**src/rtl/wash_timer_ctrl.sv**
```systemverilog
// wash_timer_ctrl: WASH/RINSE/SPIN program sequencer with a tenth-second countdown and run/pause/stop control.
module wash_timer_ctrl #(
  parameter int         TENTH_DIV = 240000,
  parameter logic [7:0] WASH_MIN  = 8'd5,
  parameter logic [7:0] RINSE_MIN = 8'd3,
  parameter logic [7:0] SPIN_MIN  = 8'd2
) (
  input  logic       clk,
  input  logic       rst,
  input  logic       i_start,
  input  logic       i_pause,
  input  logic       i_stop,
  output logic [7:0] o_minute,
  output logic [7:0] o_second,
  output logic [3:0] o_second_p,
  output logic       o_twinkle,
  output logic [1:0] o_phase,
  output logic       o_motor,
  output logic       o_drain,
  output logic       o_busy,
  output logic       o_done
);
  localparam int PW = $clog2(TENTH_DIV);
  localparam logic [PW-1:0] PMAX = PW'(TENTH_DIV - 1);

  typedef enum logic [1:0] {IDLE, RUN, PAUSE, DONE} state_t;

  state_t state_q, state_d;
  logic [PW-1:0] pre_q, pre_d;
  logic [7:0] min_q, min_d, sec_q, sec_d;
  logic [3:0] ten_q, ten_d;
  logic [1:0] phase_q, phase_d;
  logic twinkle_q, twinkle_d, motor_q, motor_d, drain_q, drain_d, busy_q, busy_d, done_q, done_d;
  logic tick;

  assign tick = pre_q == PMAX;

  always_comb begin
    state_d   = state_q;
    pre_d     = pre_q;
    min_d     = min_q;
    sec_d     = sec_q;
    ten_d     = ten_q;
    phase_d   = phase_q;
    twinkle_d = twinkle_q;
    motor_d   = motor_q;
    drain_d   = drain_q;
    busy_d    = busy_q;
    done_d    = 1'b0;
    if (i_stop) begin
      state_d   = IDLE;
      pre_d     = '0;
      min_d     = WASH_MIN;
      sec_d     = 8'd0;
      ten_d     = 4'd0;
      phase_d   = 2'd0;
      twinkle_d = 1'b0;
      motor_d   = 1'b0;
      drain_d   = 1'b0;
      busy_d    = 1'b0;
    end else if (i_start && (state_q == IDLE || state_q == DONE)) begin
      state_d   = RUN;
      pre_d     = '0;
      min_d     = WASH_MIN;
      sec_d     = 8'd0;
      ten_d     = 4'd0;
      phase_d   = 2'd0;
      twinkle_d = 1'b0;
      motor_d   = 1'b1;
      drain_d   = 1'b0;
      busy_d    = 1'b1;
    end else if (state_q == RUN && i_pause) begin
      state_d   = PAUSE;
      twinkle_d = 1'b1;
      motor_d   = 1'b0;
      drain_d   = 1'b0;
    end else if (state_q == RUN || (state_q == PAUSE && i_pause)) begin
      // the resume edge already counts as a running cycle, so pausing adds exactly the paused cycles
      state_d   = RUN;
      twinkle_d = 1'b0;
      busy_d    = 1'b1;
      pre_d     = tick ? '0 : pre_q + 1'b1;
      if (tick) begin
        if (ten_q != 4'd0) begin
          ten_d = ten_q - 4'd1;
        end else if (sec_q != 8'd0) begin
          ten_d = 4'd9;
          sec_d = sec_q - 8'd1;
        end else if (min_q != 8'd0) begin
          ten_d = 4'd9;
          sec_d = 8'd59;
          min_d = min_q - 8'd1;
        end else if (phase_q == 2'd2) begin
          state_d   = DONE;
          done_d    = 1'b1;
          busy_d    = 1'b0;
          twinkle_d = 1'b1;
        end else begin
          phase_d = phase_q + 2'd1;
          min_d   = phase_q == 2'd0 ? RINSE_MIN : SPIN_MIN;
        end
      end
      motor_d = state_d == RUN;
      drain_d = state_d == RUN && phase_d == 2'd2;
    end
  end

  always_ff @(posedge clk or posedge rst) begin
    if (rst) begin
      state_q   <= IDLE;
      pre_q     <= '0;
      min_q     <= WASH_MIN;
      sec_q     <= 8'd0;
      ten_q     <= 4'd0;
      phase_q   <= 2'd0;
      twinkle_q <= 1'b0;
      motor_q   <= 1'b0;
      drain_q   <= 1'b0;
      busy_q    <= 1'b0;
      done_q    <= 1'b0;
    end else begin
      state_q   <= state_d;
      pre_q     <= pre_d;
      min_q     <= min_d;
      sec_q     <= sec_d;
      ten_q     <= ten_d;
      phase_q   <= phase_d;
      twinkle_q <= twinkle_d;
      motor_q   <= motor_d;
      drain_q   <= drain_d;
      busy_q    <= busy_d;
      done_q    <= done_d;
    end
  end

  assign o_minute   = min_q;
  assign o_second   = sec_q;
  assign o_second_p = ten_q;
  assign o_twinkle  = twinkle_q;
  assign o_phase    = phase_q;
  assign o_motor    = motor_q;
  assign o_drain    = drain_q;
  assign o_busy     = busy_q;
  assign o_done     = done_q;
endmodule

```
**config.mk**
```make
export PLATFORM = sky130hd
export DESIGN_NAME = wash_timer_ctrl
export DESIGN_NICKNAME = d
export VERILOG_FILES = /design/src/rtl/wash_timer_ctrl.sv
export SDC_FILE = /design/constraint.sdc
export NUM_CORES = 1
export LEC_CHECK = 0
export ABC_AREA = 1
export BUFFER_PORTS_ARGS = -buffer_cell sky130_fd_sc_hd__buf_2
export CAP_MARGIN = 25
export CORE_MARGIN = 4
export CORE_UTILIZATION = 35
export DETAILED_ROUTE_END_ITERATION = 8
export PLACE_DENSITY = 0.51
export SLEW_MARGIN = 20
export SYNTH_ARGS = -nofsm -noshare
export SYNTH_HDL_FRONTEND = slang
export SYNTH_SLANG_ARGS = --single-unit
```
**constraint.sdc**
```tcl
create_clock -name clk -period 2.4 [get_ports clk]
set_input_delay 0.36 -clock clk [delete_from_list [all_inputs] [get_ports clk]]
set_output_delay 0.36 -clock clk [all_outputs]
set_load 0.02 [all_outputs]
```
==> impl_metrics.yaml, run 1 <==
status:
  status: "complete, no violations"
worst_setup_path:
  setup.worst_path.start: "state_q[1]"
  start_kind: "register"
  r2r_start: "state_q[1]"
  end_kind: "register"
  r2r_end: "o_minute[4]"
  reg2regPathDepth: 12
  cp-endpoint: "o_minute[4]"
  crit_required_ns: 2.63
  reg2reg_slack_ns: 0.25
  critical_path_class: "register to register"
  critPathArrivalTime_ns: 2.37
  crit_fanout: 16
routing:
  avgViaCountPerCell: 4.78
  drt_wl_total_microns: 6610
  wire_per_inst_microns: 12.2
  ant_nets: 0
  vias: 2598
  drt_pass1_iterations: 4
  drc_errors: 0
  drt-initial-drc-count: 78
sta:
  period_share_pct: 89.5
  hold-worst-slack_ns: 0.190
  hold_violations: 0
  finalSetupViolCount: 0
  slew_violations: 0
  period_needed_ns: 2.15
  skew_ns: 0.00792
  worst_slack_ns: 0.251
  worst_slew_margin_rel_pct: 60.7
  tightest_slew_ns: 0.590
  setup_tns_ns: 0
  rsz0062_at_grt: "no"
  fmax_mhz: 465
cts:
  root_buffer: "clkbuf_8"
  clockBufferDepth: 2
  htree_levels: 2
  numCtsBuffers: 5
  clk_pin_slew_worst_paths_ns: 0.09
  tritoncts: "built"
  clock_latency_ns: 0.30
  cts_hold_buffers: 0
  cts.sinks: 46
power_and_ir_drop:
  p_int_mw: 1.79
  p_sw_share_pct: 46.3
  peakVddDrop_mv: 0.385
  power_leakage_nw: 1.61
  pwr-share-clk_pct: 17.1
  combPwrFrac_pct: 50.3
  p_switching_mw: 1.55
  power.density_nw_per_um2: 1000
  pwr-share-seq_pct: 32.6
synth:
  syn_area_sq_um: 2950
  yosysMostFrequentCell: "nand2_1"
  ys_dominant_reg_cell: "dfrtp_1"
  syn_avg_cell_area_sq_um: 7.34
  synth_nets: 418
  yosysSeqAreaShare_pct: 39.1
  synth_top_area_share_pct: 37.3
  yosys-top-cells-count: "nand2_1, nor2_1, inv_1"
  synth_seq_cells: 46
  synth_area_leaders: "dfrtp_1, nand2_1, nor2_1, inv_1, nand3_1"
  synth-edff-count: 0
  synth.distinct_cells: 33
  yosys.area.top_type: "dfrtp_1"
  synthArstFlopShare_pct: 100
  yosysWarnings: 0
  syn_inst: 402
global_route:
  grt_pass1_vias: 2571
  grt_pass1_wl_microns: 11600
  antenna_found_initial: 0
  grt_max_degree: 47
  grt-ovfl-total: 0
  track_usage_pct: 14.2
floorplan:
  die_h_microns: 99.8
  ioPinCount: 32
  die_w_microns: 99.8
  fp.dieArea_sq_um: 9960
  core_sq_um: 8220
  rows: 33
  start_util_pct: 35.9
placement:
  gp_congestion: 0.823
  post-place-cells: 535
  dp_hpwl_microns: 5100
  pre_cts_slack_ns: 0.217
  io_buffers: 31
hold_path:
  min_path_type: "primary input to asynchronous set/reset pin"
final_layout:
  area_growth_pct: 12.7
  diodes: 0
  drive_above_1_share_pct: 16.9
  layout.nets: 453
  fin_cells: 543
run:
  drv_cap: 0
-- layer usage --
layer	GRT usage (%)	wire (microns)	up-vias
li1	-	-	1344
met1	17.5	2980	1202
met2	24.9	3270	40
met3	2.57	239	12
met4	4.62	112	0
met5	0	0	-
-- registers in the layout, indices dropped and copies added (netlist names) --
register,flops
pre_q,18
o_second_p,4
o_motor,1
o_phase,2
o_second,8
o_busy,1
o_drain,1
o_done,1
o_minute,8
state_q,2
-- power groups by stage --
stage                     registers (mW)  clock network [mW]  logic (mW)
after detailed placement            1.11                   0        1.69
after global routing                1.12               0.635        1.91
after CTS                           1.09               0.596        1.70
after floorplan                     1.26                   0        1.14
after global placement              1.11                   0        1.69
final                               1.09               0.572        1.68
-- worst min path at each step --
stage                     startpoint            end  slack (ns)
after floorplan            pre_q[10]      pre_q[10]        0.45
after global placement     pre_q[10]      pre_q[10]        0.48
after detailed placement     o_motor        o_motor        0.47
after CTS                        rst      pre_q[16]        0.23
after global routing             rst      pre_q[16]        0.25
final                            rst  o_second_p[1]        0.19
-- what timing repair did --
action,in CTS,in global routing
buffers inserted,0,0
endpoints found under the setup margin,0,1
resized for setup,0,1
hold endpoints to repair,0,0
-- per-stage QoR --
stage | instance area, sq um | util, % | total power [mW]
finish | 3320 | 40.5 | 3.34
detailed placement | 3210 | 39.1 | 2.80
CTS | 3320 | 40.4 | 3.39
global placement | 3210 | 39.1 | 2.80
global route | 3320 | 40.5 | 3.67
floorplan | 2950 | - | 2.40
-- cell usage in the layout (no fill, tap or decap), types with 7 or more instances in the layout --
master and instances:
ha_1 11, nand4_1 7, o21ai_1 16, inv_2 8, nor3_1 9, inv_1 54
nor2_1 62, buf_2 31, xor2_1 8, nand3_1 33, nand2_1 82, dfrtp_1 44
a21oi_1 10, o21ai_0 19
-- cell type report --
type	count	area, sq um
Fill cell	890	4890
Inverter	62	233
Sequential cell	46	1150
Timing Repair Buffer	33	170
Clock buffer	7	76.3
Tap cell	105	131
Clock inverter	1	30.0
Multi-Input combinational cell	289	1530
-- cells by family (layout without fill, tap and decap cells) --
family | after synthesis | after routing | synth area share (%)
compound gates | 53 | 53 | 9.89
xor+xnor | 9 | 9 | 2.67
fa+ha+maj | 11 | 11 | 4.67
buf+inv | 67 | 103 | 9.25
flops | 46 | 46 | 39.1
simple gates | 216 | 216 | 34.4
-- worst max-delay path, stage by stage, from the launching register on --
cell and delay [ns]:
dfrtp_1 0.38, inv_1 0.06, ha_1 0.29, nand2_2 0.09, inv_2 0.18, nor2_8 0.09
inv_2 0.19, nor2_1 0.08, inv_1 0.18, nand2_4 0.09, nor2_8 0.24, nand3_1 0.11
o21ai_1 0.10
Power figures use the tool's default switching activity.
==> run 2, diff against run 1 <==
ABC_AREA = not set   (was 1)
PLACE_DENSITY = 0.52   (was 0.51)
==> impl_metrics.yaml, run 2 <==
global_route:
  grt_pass1_wl_microns: 10800
  track_usage_pct: 15.1
  antenna_found_initial: 0
  grt_pass1_vias: 2195
  grt_max_degree: 28
  grt-ovfl-total: 0
power_and_ir_drop:
  power_leakage_nw: 1.44
  peakVddDrop_mv: 0.349
  power.density_nw_per_um2: 479
sta:
  finalSetupViolCount: 0
  period_share_pct: 96.8
  slew_violations: 0
  fmax_mhz: 431
  rsz0062_at_grt: "yes"
  hold-worst-slack_ns: 0.112
  hold_violations: 0
  skew_ns: 0.00885
  worst_slew_margin_rel_pct: 59.3
  tightest_slew_ns: 0.604
  period_needed_ns: 2.32
  setup_tns_ns: 0
final_layout:
  diodes: 0
  layout_common_cells: "dfrtp_1, buf_2, nand2_1"
  layout.nets: 365
  area_growth_pct: 21.8
  largest_register_ffs: 18
  final_common_cell: "dfrtp_1"
  drive_above_1_share_pct: 23.4
  regMostFlops: "pre_q"
worst_setup_path:
  critPathArrivalTime_ns: 2.56
  start_kind: "register"
  crit_required_ns: 2.63
  crit_fanout: 6
  critical_path_class: "register to register"
  reg2reg_slack_ns: 0.08
  end_kind: "register"
synth:
  yosys-top-cells-count: "dfrtp_1, nand2_1, nor2_1"
  synth_area_leaders: "dfrtp_1, ha_1, a21oi_1, nand2_1, nor2_1"
  yosysMostFrequentCell: "dfrtp_1"
  yosys.area.top_type: "dfrtp_1"
  synthArstFlopShare_pct: 100
  syn_inst: 294
  synth-edff-count: 0
  synth_nets: 310
  synth_top_area_share_pct: 41.8
  yosysSeqAreaShare_pct: 43.8
  synth_seq_cells: 46
  synth.distinct_cells: 50
  ys_dominant_reg_cell: "dfrtp_1"
  syn_avg_cell_area_sq_um: 8.96
  yosysWarnings: 0
  syn_area_sq_um: 2630
routing:
  wire_per_inst_microns: 14.5
  drt_wl_total_microns: 6500
  avgViaCountPerCell: 5.33
  drc_errors: 0
  drt_pass1_iterations: 4
  ant_nets: 0
  vias: 2392
  drt-initial-drc-count: 107
floorplan:
  start_util_pct: 36.1
  fp.dieArea_sq_um: 8980
  ioPinCount: 32
  die_h_microns: 94.7
  die_w_microns: 94.7
  core_sq_um: 7290
  rows: 31
cts:
  clock_latency_ns: 0.30
  clockBufferDepth: 2
  root_buffer: "clkbuf_8"
  htree_levels: 2
  cts.sinks: 46
  clk_pin_slew_worst_paths_ns: 0.09
  numCtsBuffers: 5
  tritoncts: "built"
  cts_hold_buffers: 0
placement:
  gp_congestion: 0.796
  dp_hpwl_microns: 4730
  io_buffers: 31
status:
  status: "complete, no violations"
run:
  drv_cap: 0
hold_path:
  min_path_type: "primary input to asynchronous set/reset pin"
-- run 2: changes by cell type after synthesis, moves of 6 or more --
cell	delta
clkbuf_1	+6
nand3_1	-13
o21ai_1	-15
or3_1	+11
inv_2	-7
nor2_1	-33
nand2_2	-6
nand2b_1	+6
o21ai_0	-8
a21oi_1	+14
inv_1	-44
nand2_1	-52
-- run 2: area by class of cell --
class / instances / area [sq um]
flip-flops and latches: 46 / 1160
fillers: 753 / 4090
clock inverters: 1 / 5.00
repair buffers: 55 / 333
inverters: 11 / 41.3
multi-input cells: 230 / 1460
clock buffers: 7 / 86.3
well taps: 99 / 124
-- run 2: worst max-delay path, stage by stage, from the launching register on --
cell and delay [ns]:
dfrtp_1 0.41, nand4b_4 0.19, or4_4 0.55, nor4_4 0.38
a21oi_4 0.12, or3b_2 0.47, a21oi_2 0.14
-- run 2: final timing paths --
path / start / end / cells after the start
min in group clk: i_stop / state_q[0] / 2
min: rst / pre_q[11] / 2
min reg2reg: o_drain / o_drain / 2
max in group asynchronous: rst / o_minute[0] / 3
max: pre_q[14] / o_minute[3] / 6
max reg2reg: pre_q[14] / o_minute[3] / 6
-- run 2: metrics by stage --
step | instance area (sq um) | cells | setup slack, ns | power (mW) | util, %
finish | 3210 | 449 | 0.0775 | 1.54 | 44.0
global route | 3210 | 449 | -0.0576 | 1.62 | 44.0
CTS | 3100 | 442 | 0.0658 | 1.55 | 42.6
detailed placement | 3010 | 434 | 0.0790 | 1.04 | 41.3
global placement | 3010 | 434 | 0.144 | 1.04 | 41.3
floorplan | 2630 | 294 | 0.0465 | 0.954 | -
-- run 2: kinds of logic after synthesis --
family / share of synthesized area (%)
DFF: 43.8
adders and majority gates: 5.23
AOI/OAI and AO/OA: 14.6
and+or+nand+nor: 29.2
xor gates and xnor gates: 2.99
muxes: 1.57
buffers and inverters: 2.61
-- run 2: per-layer routing --
layer / wire, microns / GRT usage (%) / share of wire [%] / up-vias
li1: - / - / - / 1185
met4: 34 / 3.61 / 0.52 / 0
met1: 3170 / 21.2 / 49 / 1167
met5: 0 / 0 / 0 / -
met3: 212 / 3.03 / 3.3 / 2
met2: 3090 / 23.9 / 47 / 38
-- run 2: power by group --
part           internal [mW]  switching, mW  total, mW
sequential             0.790         0.0113      0.802
clock                  0.233          0.265      0.498
combinational         0.0843          0.152      0.236
total                   1.11          0.428       1.54
-- run 2: timing repair --
item | 4_1_cts | 5_1_grt
resized for setup | 0 | 13
endpoints found under the setup margin | 0 | 7
hold endpoints to repair | 0 | 0
buffers inserted | 0 | 7
==> run 3, diff against run 2 <==
RECOVER_POWER = 25   (was not set)
==> impl_metrics.yaml, run 3 (synthesis results as in run 2) <==
placement:
  post-place-cells: 434
  dp_hpwl_microns: 4730
  io_buffers: 31
  gp_congestion: 0.796
routing:
  wire_per_inst_microns: 14.5
  drt_wl_total_microns: 6510
  drc_errors: 0
  avgViaCountPerCell: 5.33
  vias: 2394
  drt_pass1_iterations: 4
  ant_nets: 0
  drt-initial-drc-count: 104
floorplan:
  start_util_pct: 36.1
  die_h_microns: 94.7
  core_sq_um: 7290
  fp.dieArea_sq_um: 8980
  ioPinCount: 32
  die_w_microns: 94.7
  rows: 31
final_layout:
  diodes: 0
  final_common_cell: "dfrtp_1"
  fin_cells: 449
  largest_register_ffs: 18
  regMostFlops: "pre_q"
  area_growth_pct: 21.6
  multiInputGateArea_sq_um: 1460
  fillers: 755
  seqCellArea_sq_um: 1160
  drive_above_1_share_pct: 22.9
  layout_common_cells: "dfrtp_1, buf_2, nand2_1"
  layout.nets: 365
power_and_ir_drop:
  peakVddDrop_mv: 0.350
  combPwrFrac_pct: 15.3
  power.density_nw_per_um2: 479
  p_total_mw: 1.54
  pwr-share-seq_pct: 52.2
  power_leakage_nw: 1.44
  p_int_mw: 1.11
  p_sw_share_pct: 27.9
  p_switching_mw: 0.429
  pwr-share-clk_pct: 32.5
worst_setup_path:
  critical_path_class: "register to register"
  crit_fanout: 6
  max_stage_delay_ns: 0.55
  cp_num_buf_inv: 0
  reg2reg_slack_ns: 0.08
  critPathArrivalTime_ns: 2.56
  path_delay_family: "simple AND/OR/NAND/NOR gates"
  r2r_start: "pre_q[14]"
  r2r_end: "o_minute[3]"
  slowest_stage: "or4_4"
  end_kind: "register"
  crit_required_ns: 2.63
  start_kind: "register"
  reg2regPathDepth: 6
  setup.worst_path.start: "pre_q[14]"
  path_cells: "nand4b_4 -> or4_4 -> nor4_4 -> a21oi_4 -> or3b_2 -> a21oi_2"
global_route:
  grt_pass1_wl_microns: 10800
  grt_max_degree: 28
  met1_usage_pct: 21.2
  busiest_layer: "met2"
  track_usage_pct: 15.1
  use_met3_pct: 3.03
  use_met2_pct: 23.9
  antenna_found_initial: 0
  grt-ovfl-total: 0
  grt_pass1_vias: 2195
status:
  status: "complete, no violations"
sta:
  hold-worst-slack_ns: 0.263
  hold_violations: 0
  finalSetupViolCount: 0
  fmax_mhz: 430
  skew_ns: 0.00832
  worst_slew_margin_rel_pct: 30.3
  period_share_pct: 96.9
  period_needed_ns: 2.32
  rsz0062_at_grt: "yes"
  slew_violations: 0
  tightest_slew_ns: 1.04
cts:
  root_buffer: "clkbuf_8"
  clk_pin_slew_worst_paths_ns: 0.09
  clockBufferDepth: 2
  htree_levels: 2
  cts.sinks: 46
  clock_latency_ns: 0.30
  tritoncts: "built"
  numCtsBuffers: 5
hold_path:
  hold_depth: 2
  whs_endpoint: "state_q[0]"
  min_path_type: "primary input to register"
  hp-start: "i_stop"
run:
  drv_cap: 0
-- run 3: cell count changes in the layout (fill, tap and decap cells not counted) --
cell and change:
buf_4 -1, clkbuf_1 +1, inv_1 +1, inv_2 -1
-- run 3: timing repair --
| action | in CTS | in global routing |
|---|---|---|
| setup endpoints to repair | 0 | 7 |
| setup buffers | 0 | 7 |
| hold buffers | 0 | 0 |
| gates resized for setup | 0 | 13 |
-- run 3: how the worst max path moves through the flow --
stage	slack (ns)	end	cells after the start
5_1_grt	-0.06	o_minute[7]	7
3_3_place_gp	0.14	o_minute[4]	7
4_1_cts	0.07	o_minute[4]	7
2_1_floorplan	0.05	o_second[5]	9
6_report	0.08	o_minute[3]	6
3_5_place_dp	0.08	o_minute[4]	7
-- run 3: stage by stage --
step	setup WS (ns)	utilization (%)	TNS, ns	instance area, sq um
6_report	0.0754	43.9	0	3200
3_3_place_gp	0.144	41.3	0	3010
5_1_grt	-0.0576	43.9	-0.208	3200
2_1_floorplan	0.0465	-	0	2630
4_1_cts	0.0658	42.6	0	3100
3_5_place_dp	0.0790	41.3	0	3010
-- run 3: worst register-to-register path, delay by kind of cell (launching register included) --
family	cells	cell delay, ns
AO/OA/AOI/OAI	2	0.26
flip-flops	1	0.41
AND/OR/NAND/NOR	4	1.59
-- run 3: final cells by class --
class / count / area share, %
Inverter: 11 / 1.29
Sequential cell: 46 / 36.1
Timing Repair Buffer: 55 / 10.3
Clock inverter: 1 / 0.156
Tap cell: 99 / 3.87
Multi-Input combinational cell: 230 / 45.6
Clock buffer: 7 / 2.70
-- run 3: metal layers --
| metal | vias up | share of wire (%) |
|---|---|---|
| met5 | - | 0 |
| met4 | 0 | 0.52 |
| met3 | 2 | 3.2 |
| met2 | 35 | 48 |
| met1 | 1171 | 49 |
| li1 | 1186 | - |
-- run 3: power by group through the flow --
stage / logic, mW / registers [mW] / clock network [mW]
after detailed placement: 0.226 / 0.818 / 0
after floorplan: 0.124 / 0.830 / 0
final: 0.235 / 0.802 / 0.499
after global placement: 0.227 / 0.816 / 0
after CTS: 0.228 / 0.802 / 0.519
after global routing: 0.268 / 0.805 / 0.544
